==> config.mk <==
export PLATFORM = sky130hd
export DESIGN_NAME = sprite_engine_flat
export DESIGN_NICKNAME = d
export VERILOG_FILES = /design/src/rtl/sprite_if.sv /design/src/rtl/sprite_engine.sv /design/src/flat_wrapper.sv
export SDC_FILE = /design/constraint.sdc
export NUM_CORES = 1
export LEC_CHECK = 0
export ABC_AREA = 1
export BUFFER_PORTS_ARGS = -buffer_cell sky130_fd_sc_hd__buf_2
export CAP_MARGIN = 10
export CORE_MARGIN = 5
export CORE_UTILIZATION = 50
export CTS_CLUSTER_SIZE = 40
export DETAILED_ROUTE_END_ITERATION = 6
export PLACE_DENSITY = 0.68
export SYNTH_ARGS = -nofsm -noshare
export SYNTH_HDL_FRONTEND = slang
export SYNTH_SLANG_ARGS = --single-unit
==> constraint.sdc <==
create_clock -name clk -period 2.71 [get_ports clk]
set_clock_uncertainty 0.05 [all_clocks]
set_input_delay 0.542 -clock clk [delete_from_list [all_inputs] [get_ports clk]]
set_output_delay 0.542 -clock clk [all_outputs]
set_load 0.01 [all_outputs]
==> src/rtl/sprite_if.sv <==
// sprite_if: plot-path bundle between the movement/rate logic, sprite_engine
// and the VGA adapter plot port. The engine connects through the slave view.
interface sprite_if #(
  parameter int XW = 8,
  parameter int YW = 7,
  parameter int CW = 3
);
  logic          tick;    // one-cycle movement strobe
  logic [3:0]    dir;     // [0] right, [1] up, [2] down, [3] left
  logic [CW-1:0] colour;  // sprite colour
  logic          redraw;  // draw in place, no erase or move
  logic [XW-1:0] x_out;   // pixel x to the adapter
  logic [YW-1:0] y_out;   // pixel y to the adapter
  logic [CW-1:0] c_out;   // pixel colour
  logic          plot;    // pixel write enable
  logic          busy;    // engine not idle
  logic [XW-1:0] x_pos;   // current top-left x
  logic [YW-1:0] y_pos;   // current top-left y

  modport master (
    output tick, dir, colour, redraw,
    input  x_out, y_out, c_out, plot, busy, x_pos, y_pos
  );

  modport slave (
    input  tick, dir, colour, redraw,
    output x_out, y_out, c_out, plot, busy, x_pos, y_pos
  );
endinterface

==> src/rtl/sprite_engine.sv <==
// sprite_engine: single square sprite mover on the VGA plot path.
// Draws a 2^SIZE_LOG2 square at the initial position after reset, and on
// each effective movement tick erases it, steps one pixel per active axis
// (clamped or wrapped at the screen edge) and redraws it. All outputs are
// registered, so a pixel chosen in a state cycle is visible one cycle later.
module sprite_engine #(
  parameter int SIZE_LOG2 = 2,
  parameter int XW        = 8,
  parameter int YW        = 7,
  parameter int X_MAX     = 159,
  parameter int Y_MAX     = 119,
  parameter int X_INIT    = 0,
  parameter int Y_INIT    = 0,
  parameter int CW        = 3,
  parameter int BG        = 0,
  parameter int WRAP      = 0
) (
  input logic      clk,
  input logic      resetn,
  sprite_if.slave  bus
);

  localparam int S    = 1 << SIZE_LOG2;
  localparam int CNTW = 2 * SIZE_LOG2;

  // Highest legal top-left coordinate so the whole sprite stays on screen.
  localparam logic [XW-1:0]   XLIM_C   = XW'(X_MAX - S + 1);
  localparam logic [YW-1:0]   YLIM_C   = YW'(Y_MAX - S + 1);
  localparam logic [XW-1:0]   X_INIT_C = XW'(X_INIT);
  localparam logic [YW-1:0]   Y_INIT_C = YW'(Y_INIT);
  localparam logic [XW-1:0]   X_ONE    = XW'(1);
  localparam logic [YW-1:0]   Y_ONE    = YW'(1);
  localparam logic [XW-1:0]   X_ZERO   = XW'(0);
  localparam logic [YW-1:0]   Y_ZERO   = YW'(0);
  localparam logic [CW-1:0]   BG_C     = CW'(BG);
  localparam logic [CW-1:0]   C_ZERO   = CW'(0);
  localparam logic [CNTW-1:0] CNT_ONE  = CNTW'(1);
  localparam logic [CNTW-1:0] CNT_ZERO = CNTW'(0);
  localparam logic [CNTW-1:0] CNT_LAST = CNTW'((S * S) - 1);
  localparam bit              WRAP_C   = (WRAP != 0);

  typedef enum logic [1:0] {
    ST_DRAW  = 2'd0,
    ST_IDLE  = 2'd1,
    ST_ERASE = 2'd2,
    ST_MOVE  = 2'd3
  } state_t;

  // One-pixel step on x: inc/dec cancel when both set; edges clamp or wrap.
  function automatic logic [XW-1:0] step_x(input logic [XW-1:0] p,
                                           input logic inc,
                                           input logic dec);
    logic [XW-1:0] r;
    r = p;
    if (inc && !dec) begin
      if (p == XLIM_C) begin
        r = WRAP_C ? X_ZERO : p;
      end else begin
        r = p + X_ONE;
      end
    end else if (dec && !inc) begin
      if (p == X_ZERO) begin
        r = WRAP_C ? XLIM_C : p;
      end else begin
        r = p - X_ONE;
      end
    end else begin
      r = p;
    end
    return r;
  endfunction

  // One-pixel step on y, same edge rule as x.
  function automatic logic [YW-1:0] step_y(input logic [YW-1:0] p,
                                           input logic inc,
                                           input logic dec);
    logic [YW-1:0] r;
    r = p;
    if (inc && !dec) begin
      if (p == YLIM_C) begin
        r = WRAP_C ? Y_ZERO : p;
      end else begin
        r = p + Y_ONE;
      end
    end else if (dec && !inc) begin
      if (p == Y_ZERO) begin
        r = WRAP_C ? YLIM_C : p;
      end else begin
        r = p - Y_ONE;
      end
    end else begin
      r = p;
    end
    return r;
  endfunction

  state_t          state_q, state_d;
  logic [CNTW-1:0] cnt_q, cnt_d;         // {oy, ox} raster offset
  logic [XW-1:0]   x_q, x_d;             // top-left position
  logic [YW-1:0]   y_q, y_d;
  logic [XW-1:0]   cand_x_q, cand_x_d;   // position to load in MOVE
  logic [YW-1:0]   cand_y_q, cand_y_d;
  logic [CW-1:0]   col_q, col_d;         // latched sprite colour
  logic [XW-1:0]   x_out_q, x_out_d;
  logic [YW-1:0]   y_out_q, y_out_d;
  logic [CW-1:0]   c_out_q, c_out_d;
  logic            plot_q, plot_d;
  logic            busy_q, busy_d;

  logic [XW-1:0]   pix_x_s;
  logic [YW-1:0]   pix_y_s;
  logic [XW-1:0]   nx_s;
  logic [YW-1:0]   ny_s;
  logic            moved_s;

  // Current pixel address and the candidate step from the live direction.
  always_comb begin
    pix_x_s = x_q + XW'(cnt_q[SIZE_LOG2-1:0]);
    pix_y_s = y_q + YW'(cnt_q[CNTW-1:SIZE_LOG2]);
    nx_s    = step_x(x_q, bus.dir[0], bus.dir[3]);
    ny_s    = step_y(y_q, bus.dir[2], bus.dir[1]);
    moved_s = (nx_s != x_q) || (ny_s != y_q);
  end

  // Next-state, datapath and registered-output decode for the sprite FSM.
  always_comb begin
    state_d  = state_q;
    cnt_d    = cnt_q;
    x_d      = x_q;
    y_d      = y_q;
    cand_x_d = cand_x_q;
    cand_y_d = cand_y_q;
    col_d    = col_q;
    x_out_d  = x_out_q;
    y_out_d  = y_out_q;
    c_out_d  = c_out_q;
    plot_d   = 1'b0;

    case (state_q)
      ST_ERASE, ST_DRAW: begin
        plot_d  = 1'b1;
        x_out_d = pix_x_s;
        y_out_d = pix_y_s;
        c_out_d = (state_q == ST_ERASE) ? BG_C : col_q;
        // Counter is exactly N wide in range, so +1 at N-1 wraps to 0.
        cnt_d   = cnt_q + CNT_ONE;
        if (cnt_q == CNT_LAST) begin
          state_d = (state_q == ST_ERASE) ? ST_MOVE : ST_IDLE;
        end else begin
          state_d = state_q;
        end
      end
      ST_IDLE: begin
        if (bus.tick) begin
          col_d = bus.colour;
        end else if (bus.redraw) begin
          col_d = bus.colour;
        end else begin
          col_d = col_q;
        end
        // An effective tick beats a simultaneous redraw; a tick that would
        // not change the position is ignored to avoid a pointless flicker.
        if (bus.tick && moved_s) begin
          cand_x_d = nx_s;
          cand_y_d = ny_s;
          state_d  = ST_ERASE;
        end else if (bus.redraw) begin
          state_d  = ST_DRAW;
        end else begin
          state_d  = ST_IDLE;
        end
      end
      ST_MOVE: begin
        x_d     = cand_x_q;
        y_d     = cand_y_q;
        state_d = ST_DRAW;
      end
      default: begin
        state_d = ST_IDLE;
        cnt_d   = CNT_ZERO;
      end
    endcase

    busy_d = (state_d != ST_IDLE);
  end

  // State, datapath and output registers with synchronous active-low reset.
  always_ff @(posedge clk) begin
    if (!resetn) begin
      state_q  <= ST_DRAW;
      cnt_q    <= CNT_ZERO;
      x_q      <= X_INIT_C;
      y_q      <= Y_INIT_C;
      cand_x_q <= X_INIT_C;
      cand_y_q <= Y_INIT_C;
      col_q    <= bus.colour;
      x_out_q  <= X_INIT_C;
      y_out_q  <= Y_INIT_C;
      c_out_q  <= C_ZERO;
      plot_q   <= 1'b0;
      busy_q   <= 1'b1;
    end else begin
      state_q  <= state_d;
      cnt_q    <= cnt_d;
      x_q      <= x_d;
      y_q      <= y_d;
      cand_x_q <= cand_x_d;
      cand_y_q <= cand_y_d;
      col_q    <= col_d;
      x_out_q  <= x_out_d;
      y_out_q  <= y_out_d;
      c_out_q  <= c_out_d;
      plot_q   <= plot_d;
      busy_q   <= busy_d;
    end
  end

  assign bus.x_out = x_out_q;
  assign bus.y_out = y_out_q;
  assign bus.c_out = c_out_q;
  assign bus.plot  = plot_q;
  assign bus.busy  = busy_q;
  assign bus.x_pos = x_q;
  assign bus.y_pos = y_q;

endmodule

==> src/flat_wrapper.sv <==
// flat-port wrapper written by rule: the top's interface ports become plain ports
module sprite_engine_flat 
#(
  parameter int SIZE_LOG2 = 2,
  parameter int XW        = 8,
  parameter int YW        = 7,
  parameter int X_MAX     = 159,
  parameter int Y_MAX     = 119,
  parameter int X_INIT    = 0,
  parameter int Y_INIT    = 0,
  parameter int CW        = 3,
  parameter int BG        = 0,
  parameter int WRAP      = 0
)
  (clk, resetn, bus_tick, bus_dir, bus_colour, bus_redraw, bus_x_out, bus_y_out, bus_c_out, bus_plot, bus_busy, bus_x_pos, bus_y_pos);
  sprite_if #(.XW(XW), .YW(YW), .CW(CW)) bus_i ();
  input logic clk;
  input logic resetn;
  input wire logic [$bits(bus_i.tick)-1:0] bus_tick;
  input wire logic [$bits(bus_i.dir)-1:0] bus_dir;
  input wire logic [$bits(bus_i.colour)-1:0] bus_colour;
  input wire logic [$bits(bus_i.redraw)-1:0] bus_redraw;
  output wire logic [$bits(bus_i.x_out)-1:0] bus_x_out;
  output wire logic [$bits(bus_i.y_out)-1:0] bus_y_out;
  output wire logic [$bits(bus_i.c_out)-1:0] bus_c_out;
  output wire logic [$bits(bus_i.plot)-1:0] bus_plot;
  output wire logic [$bits(bus_i.busy)-1:0] bus_busy;
  output wire logic [$bits(bus_i.x_pos)-1:0] bus_x_pos;
  output wire logic [$bits(bus_i.y_pos)-1:0] bus_y_pos;
  assign bus_i.tick = bus_tick;
  assign bus_i.dir = bus_dir;
  assign bus_i.colour = bus_colour;
  assign bus_i.redraw = bus_redraw;
  assign bus_x_out = bus_i.x_out;
  assign bus_y_out = bus_i.y_out;
  assign bus_c_out = bus_i.c_out;
  assign bus_plot = bus_i.plot;
  assign bus_busy = bus_i.busy;
  assign bus_x_pos = bus_i.x_pos;
  assign bus_y_pos = bus_i.y_pos;
  sprite_engine #(.SIZE_LOG2(SIZE_LOG2), .XW(XW), .YW(YW), .X_MAX(X_MAX), .Y_MAX(Y_MAX), .X_INIT(X_INIT), .Y_INIT(Y_INIT), .CW(CW), .BG(BG), .WRAP(WRAP)) u_core (.clk(clk), .resetn(resetn), .bus(bus_i));
endmodule
==> results.yml, run 1 <==
logic_synthesis:
  synth.distinct_cells: 35
  synth_nets: 529
  ys_top_cells_by_area: "dfxtp_1, nand2_1, inv_1"
  syn-instance-count: 506
  synth_top_area_cell: "dfxtp_1"
  yosysWarnings: 0
  syn_area_um2: 3510
  post_synth.cell_area_avg_um2: 6.93
  ys_seq_area_share_pct: 34.5
  yosys_register_bits: 59
  yosysTopAreaCellShare_pct: 32.0
global_route:
  grt_pass1_vias: 3116
  grt_pass1_wl_um: 14600
  antenna_found_initial: 0
  grtUsageTotal_pct: 20.5
  grt_max_degree: 35
  grt_overflow: 0
placed_design:
  gp_congestion: 0.902
  port_buffers: 45
  pre_cts_ws_ps: 246
  dp_cells: 635
  dp_hpwl_um: 6180
clocking:
  cts-root-buf: "clkbuf_8"
  h-tree-depth: 3
  hold_buffers: 0
  cts_sinks: 59
  numCtsBuffers: 9
  cts_tree: "done"
  clock_latency_ps: 330
  clk_transition_reported_paths_ps: 70
  cts_buffer_depth: 2
floorplanning:
  die-area_um2: 8790
  die-height_um: 93.7
  start_util_pct: 51.6
  io_pins: 46
  rows: 30
  core_area_um2: 6790
  die_x_um: 93.7
worst_setup_path:
  path_common_cell: "nand2_4"
  crit_chain: "inv_1, ha_1, nand2_4, nor2_4, nand2_4, nand2_2, nand2_1, nand3_2, nand3_1, nand2_1, nor2_2, nand2_4, nand3_4, nand2_4, inv_2, nand3_2"
  slowest_delay_ps: 480
  crit_arrival_ps: 2540
  cp-start-kind: "flop"
  critPathMaxFanout: 13
  critPathSlowestCell: "dfxtp_1"
  cp.required_ps: 2860
  worstSetupPathType: "reg2reg"
  end_kind: "flop"
power:
  power_density_nw_per_um2: 479
  ir_drop_mv: 0.282
  p_leak_nw: 2.02
  power_w: 0.00194
sta:
  worstMarginPinSlew_ps: 583
  period_minus_slack_ps: 2400
  hold_viol_final: 0
  finalSetupTns_ps: 0
  finalMaxSlewViolations: 0
  period_share_pct: 88.4
  setup_viol: 0
  slew_headroom_pct: 61.1
  fmax_ghz: 0.417
  rsz0062_at_grt: "false"
  layout_setup_ws_ps: 314
drt:
  finalWirelength_um: 8570
  avgRoutedWirePerCell_um: 13.2
  vias_per_cell: 5.12
  dr.pass1.iters: 4
  drc: 0
  drt_iter0_drc: 232
  vias: 3336
  ant_nets: 0
cells_and_area:
  fin_nets: 574
  drive_gt1_share_pct: 18.7
  antenna_cells: 0
  final_common_cell: "nand2_1"
  n_fill_cell: 651
  final_cell_mix: "nand2_1, inv_1, nor2_1"
  syn_to_final_growth_pct: 15.4
  utilization_pct: 59.5
  stdcell_count: 652
hold_path:
  min_path_type: "in2reg"
flow_run:
  cap_violations: 0
outcome:
  status: "finished clean"
==> path summary, 6_finish.rpt <==
| check | from | endpoint | slack (ps) | depth (start not counted) |
|---|---|---|---|---|
| max | u_core.bus.y_pos[1] | u_core.bus.busy | 310 | 16 |
| min | bus_colour[1] | u_core.col_q[1] | 340 | 1 |
| max reg2reg | u_core.bus.y_pos[1] | u_core.bus.busy | 310 | 16 |
| min reg2reg | u_core.bus.c_out[2] | u_core.bus.c_out[2] | 410 | 2 |
==> synthesized netlist by cell type <==
master,instances
inv_1,70
fa_1,2
nand3_4,1
clkbuf_1,12
nand2_2,12
xnor2_1,2
dfxtp_1,56
nor2_4,2
xor2_1,22
buf_2,3
buf_6,4
nor2_1,60
inv_4,1
nand3_1,23
nor2_2,4
o21ai_2,1
o211ai_1,1
clkinv_1,1
clkbuf_8,1
o21ai_0,50
nand2_1,90
edfxtp_1,3
a21oi_1,30
nand4_1,12
nand3b_1,1
nand3_2,3
inv_2,5
o22ai_1,1
o221ai_1,3
and3_1,1
a31oi_1,4
buf_1,2
ha_1,10
nor3_1,9
nand2_4,4
==> through the flow <==
step / instance area, µm² / hold WS, ps
3_5_place_dp: 3800 / 401
4_1_cts: 4030 / 335
5_1_grt: 4050 / 335
2_1_floorplan: 3510 / 431
6_report: 4050 / 340
3_3_place_gp: 3800 / 389
==> critical path: cells and delay by family, from the launching register on <==
family | cells | cell delay, ps
buffers and inverters | 2 | 260
DFF | 1 | 480
adders and majority gates | 1 | 290
and+or+nand+nor | 13 | 1170
==> per-layer routing <==
metal	vias to the layer above	track usage, %	part of all wire [%]
li1	1704	-	-
met1	1515	28.8	48
met2	101	31.1	45
met3	16	3.53	5.4
met4	0	8.18	2.0
met5	-	0	0
==> state kept, by name, summed over array words and instances, names as in the netlist <==
signal / count
u_core.cand_y_q: 7
u_core.cand_x_q: 8
u_core.bus.x_out: 8
u_core.bus.busy: 1
u_core.bus.plot: 1
u_core.bus.y_out: 7
u_core.bus.x_pos: 8
u_core.state_q: 2
u_core.col_q: 3
u_core.cnt_q: 4
u_core.bus.y_pos: 7
u_core.bus.c_out: 3
==> logic make-up after synthesis <==
| logic type | share of synthesized area, % |
|---|---|
| xor gates and xnor gates | 6.00 |
| and+or+nand+nor | 29.3 |
| DFF | 34.5 |
| adders and majority gates | 4.71 |
| buffers and inverters | 11.9 |
| AOI/OAI and AO/OA | 13.5 |
==> repair_timing <==
item / in CTS / in global routing
resized for setup: 0 / 1
setup buffers: 0 / 0
endpoints found under the hold margin: 0 / 0
endpoints found under the setup margin: 0 / 12
==> report_power, final <==
part / total [W] / internal [W] / switching, W
Sequential: 0.000893 / 0.000886 / 0.00000666
Combinational: 0.000124 / 0.0000424 / 0.0000814
Clock: 0.000922 / 0.000567 / 0.000354
==> layout make-up <==
cell class | instances | area, µm² | area share (%)
clock inverters | 4 | 72.6 | 1.79
well taps | 96 | 120 | 2.97
inverters | 77 | 292 | 7.21
flip-flops and latches | 59 | 1210 | 29.9
repair buffers | 55 | 300 | 7.42
clock buffers | 12 | 155 | 3.84
multi-input cells | 349 | 1890 | 46.8
(Power assumes the default switching activity.)
==> run 2, diff against run 1 <==
--- a/config.mk
+++ b/config.mk
@@ -12,7 +12,8 @@
 export CORE_UTILIZATION = 50
 export CTS_CLUSTER_SIZE = 40
 export DETAILED_ROUTE_END_ITERATION = 6
-export PLACE_DENSITY = 0.68
+export PLACE_DENSITY = 0.71
+export SKIP_LAST_GASP = 1
 export SYNTH_ARGS = -nofsm -noshare
 export SYNTH_HDL_FRONTEND = slang
 export SYNTH_SLANG_ARGS = --single-unit
==> results.yml, run 2 (synthesized netlist as in run 1, its figures left out) <==
outcome:
  status: "finished clean"
drt:
  wl_met2_um: 3870
  met1_length_um: 3890
  avgRoutedWirePerCell_um: 12.9
  dr.pass1.iters: 5
  ant_nets: 0
  vias_per_cell: 5.14
  drc: 0
  finalWirelength_um: 8400
  vias: 3344
  drt_iter0_drc: 352
  routed.top_layer: "met4"
  dr_wl_met3_um: 527
global_route:
  grt_pass1_vias: 2957
  grt_max_degree: 44
  antenna_found_initial: 0
  grt_pass1_wl_um: 13800
  grtUsageTotal_pct: 19.7
  grt_overflow: 0
floorplanning:
  rows: 30
  io_pins: 46
  die-area_um2: 8790
  start_util_pct: 51.6
  core_area_um2: 6790
  die-height_um: 93.7
  die_x_um: 93.7
clocking:
  h-tree-depth: 3
  cts_buffer_depth: 2
  clock_latency_ps: 340
  numCtsBuffers: 9
  cts_sinks: 59
  cts-root-buf: "clkbuf_8"
  cts_resized: 0
  hold_buffers: 0
  cts_tree: "done"
  cts_setup_buffers: 0
  clk_transition_reported_paths_ps: 60
hold_path:
  hold_depth: 1
  min_path_type: "in2reg"
worst_setup_path:
  worst-path-stages: 16
  critPathMaxFanout: 13
  worstSetupPathType: "reg2reg"
  crit_chain: "inv_1, ha_1, nand2_4, nor2_4, nand2_4, nand2_2, nand2_1, nand3_2, nand2_2, nand2_1, nand2_1, nor2_2, nand2_4, nand3_4, nor2_1, nor2_1"
  ff2ff_path_depth: 16
  critPathBufInv: 1
  slowest_delay_ps: 510
  critPathSlowestCell: "dfxtp_1"
  cpLargestDelayFamily: "simple AND/OR/NAND/NOR gates"
  cp-start-kind: "flop"
  end_kind: "flop"
  cp.required_ps: 2890
  crit_arrival_ps: 2650
power:
  p_leak_nw: 1.99
  power_density_nw_per_um2: 452
  ir_drop_mv: 0.259
placed_design:
  gp_congestion: 0.954
  pre_cts_ws_ps: 181
  placed_area_um2: 3780
  dp_cells: 633
  dp_hpwl_um: 6060
  port_buffers: 45
cells_and_area:
  postLayoutCellArea_um2: 4000
  antenna_cells: 0
  regArea_um2: 1210
  fin_nets: 572
  syn_to_final_growth_pct: 14.0
  n_fill_cell: 651
  stdcell_count: 650
  drive_gt1_share_pct: 18.4
  multi_input_area_um2: 1890
  final_common_cell: "nand2_1"
  final_cell_mix: "nand2_1, inv_1, nor2_1"
sta:
  finalMaxSlewViolations: 0
  period_minus_slack_ps: 2470
  rsz0062_at_grt: "false"
  layout_setup_ws_ps: 241
  finalSetupTns_ps: 0
  setup_viol: 0
  period_share_pct: 91.1
  slew_headroom_pct: 40.5
  hold_viol_final: 0
  worstMarginPinSlew_ps: 891
  fmax_ghz: 0.405
flow_run:
  cap_violations: 0
-- run 2: stage by stage --
step	util [%]	hold slack (ps)	total power, W
2_1_floorplan	-	431	0.00100
3_3_place_gp	55.7	388	0.00103
3_5_place_dp	55.7	395	0.00103
4_1_cts	58.6	321	0.00182
5_1_grt	58.8	322	0.00188
6_report	58.8	332	0.00181
-- run 2: report_power, final --
part | switching, W | total (W) | internal [W]
Combinational | 0.0000818 | 0.000124 | 0.0000424
Sequential | 0.00000660 | 0.000893 | 0.000886
Clock | 0.000344 | 0.000788 | 0.000445
-- run 2: final timing paths --
check / endpoint / slack, ps / from
setup / recovery: u_core.cand_y_q[6] / 240 / u_core.bus.y_pos[1]
hold / removal: u_core.col_q[2] / 330 / bus_colour[2]
setup reg to reg: u_core.cand_y_q[6] / 240 / u_core.bus.y_pos[1]
hold reg to reg: u_core.bus.c_out[0] / 400 / u_core.bus.c_out[0]
-- run 2: worst reg2reg max path: cells and delay by family, from the launching register on --
kind / cells / cell delay [ps]
buffers and inverters: 1 / 220
and+or+nand+nor: 14 / 1280
adders and majority gates: 1 / 290
DFF: 1 / 510
-- run 2: area by class of cell --
| class | count | share of cell area (%) |
|---|---|---|
| well taps | 96 | 3.01 |
| flip-flops and latches | 59 | 30.3 |
| repair buffers | 53 | 7.14 |
| multi-input cells | 349 | 47.4 |
| inverters | 77 | 7.29 |
| clock inverters | 5 | 1.31 |
| clock buffers | 11 | 3.54 |
-- run 2: per-layer routing --
layer / global-route usage, % / up-vias
met5: 0 / -
met4: 6.26 / 0
met3: 4.25 / 12
met2: 30.2 / 101
met1: 27.4 / 1524
li1: - / 1707
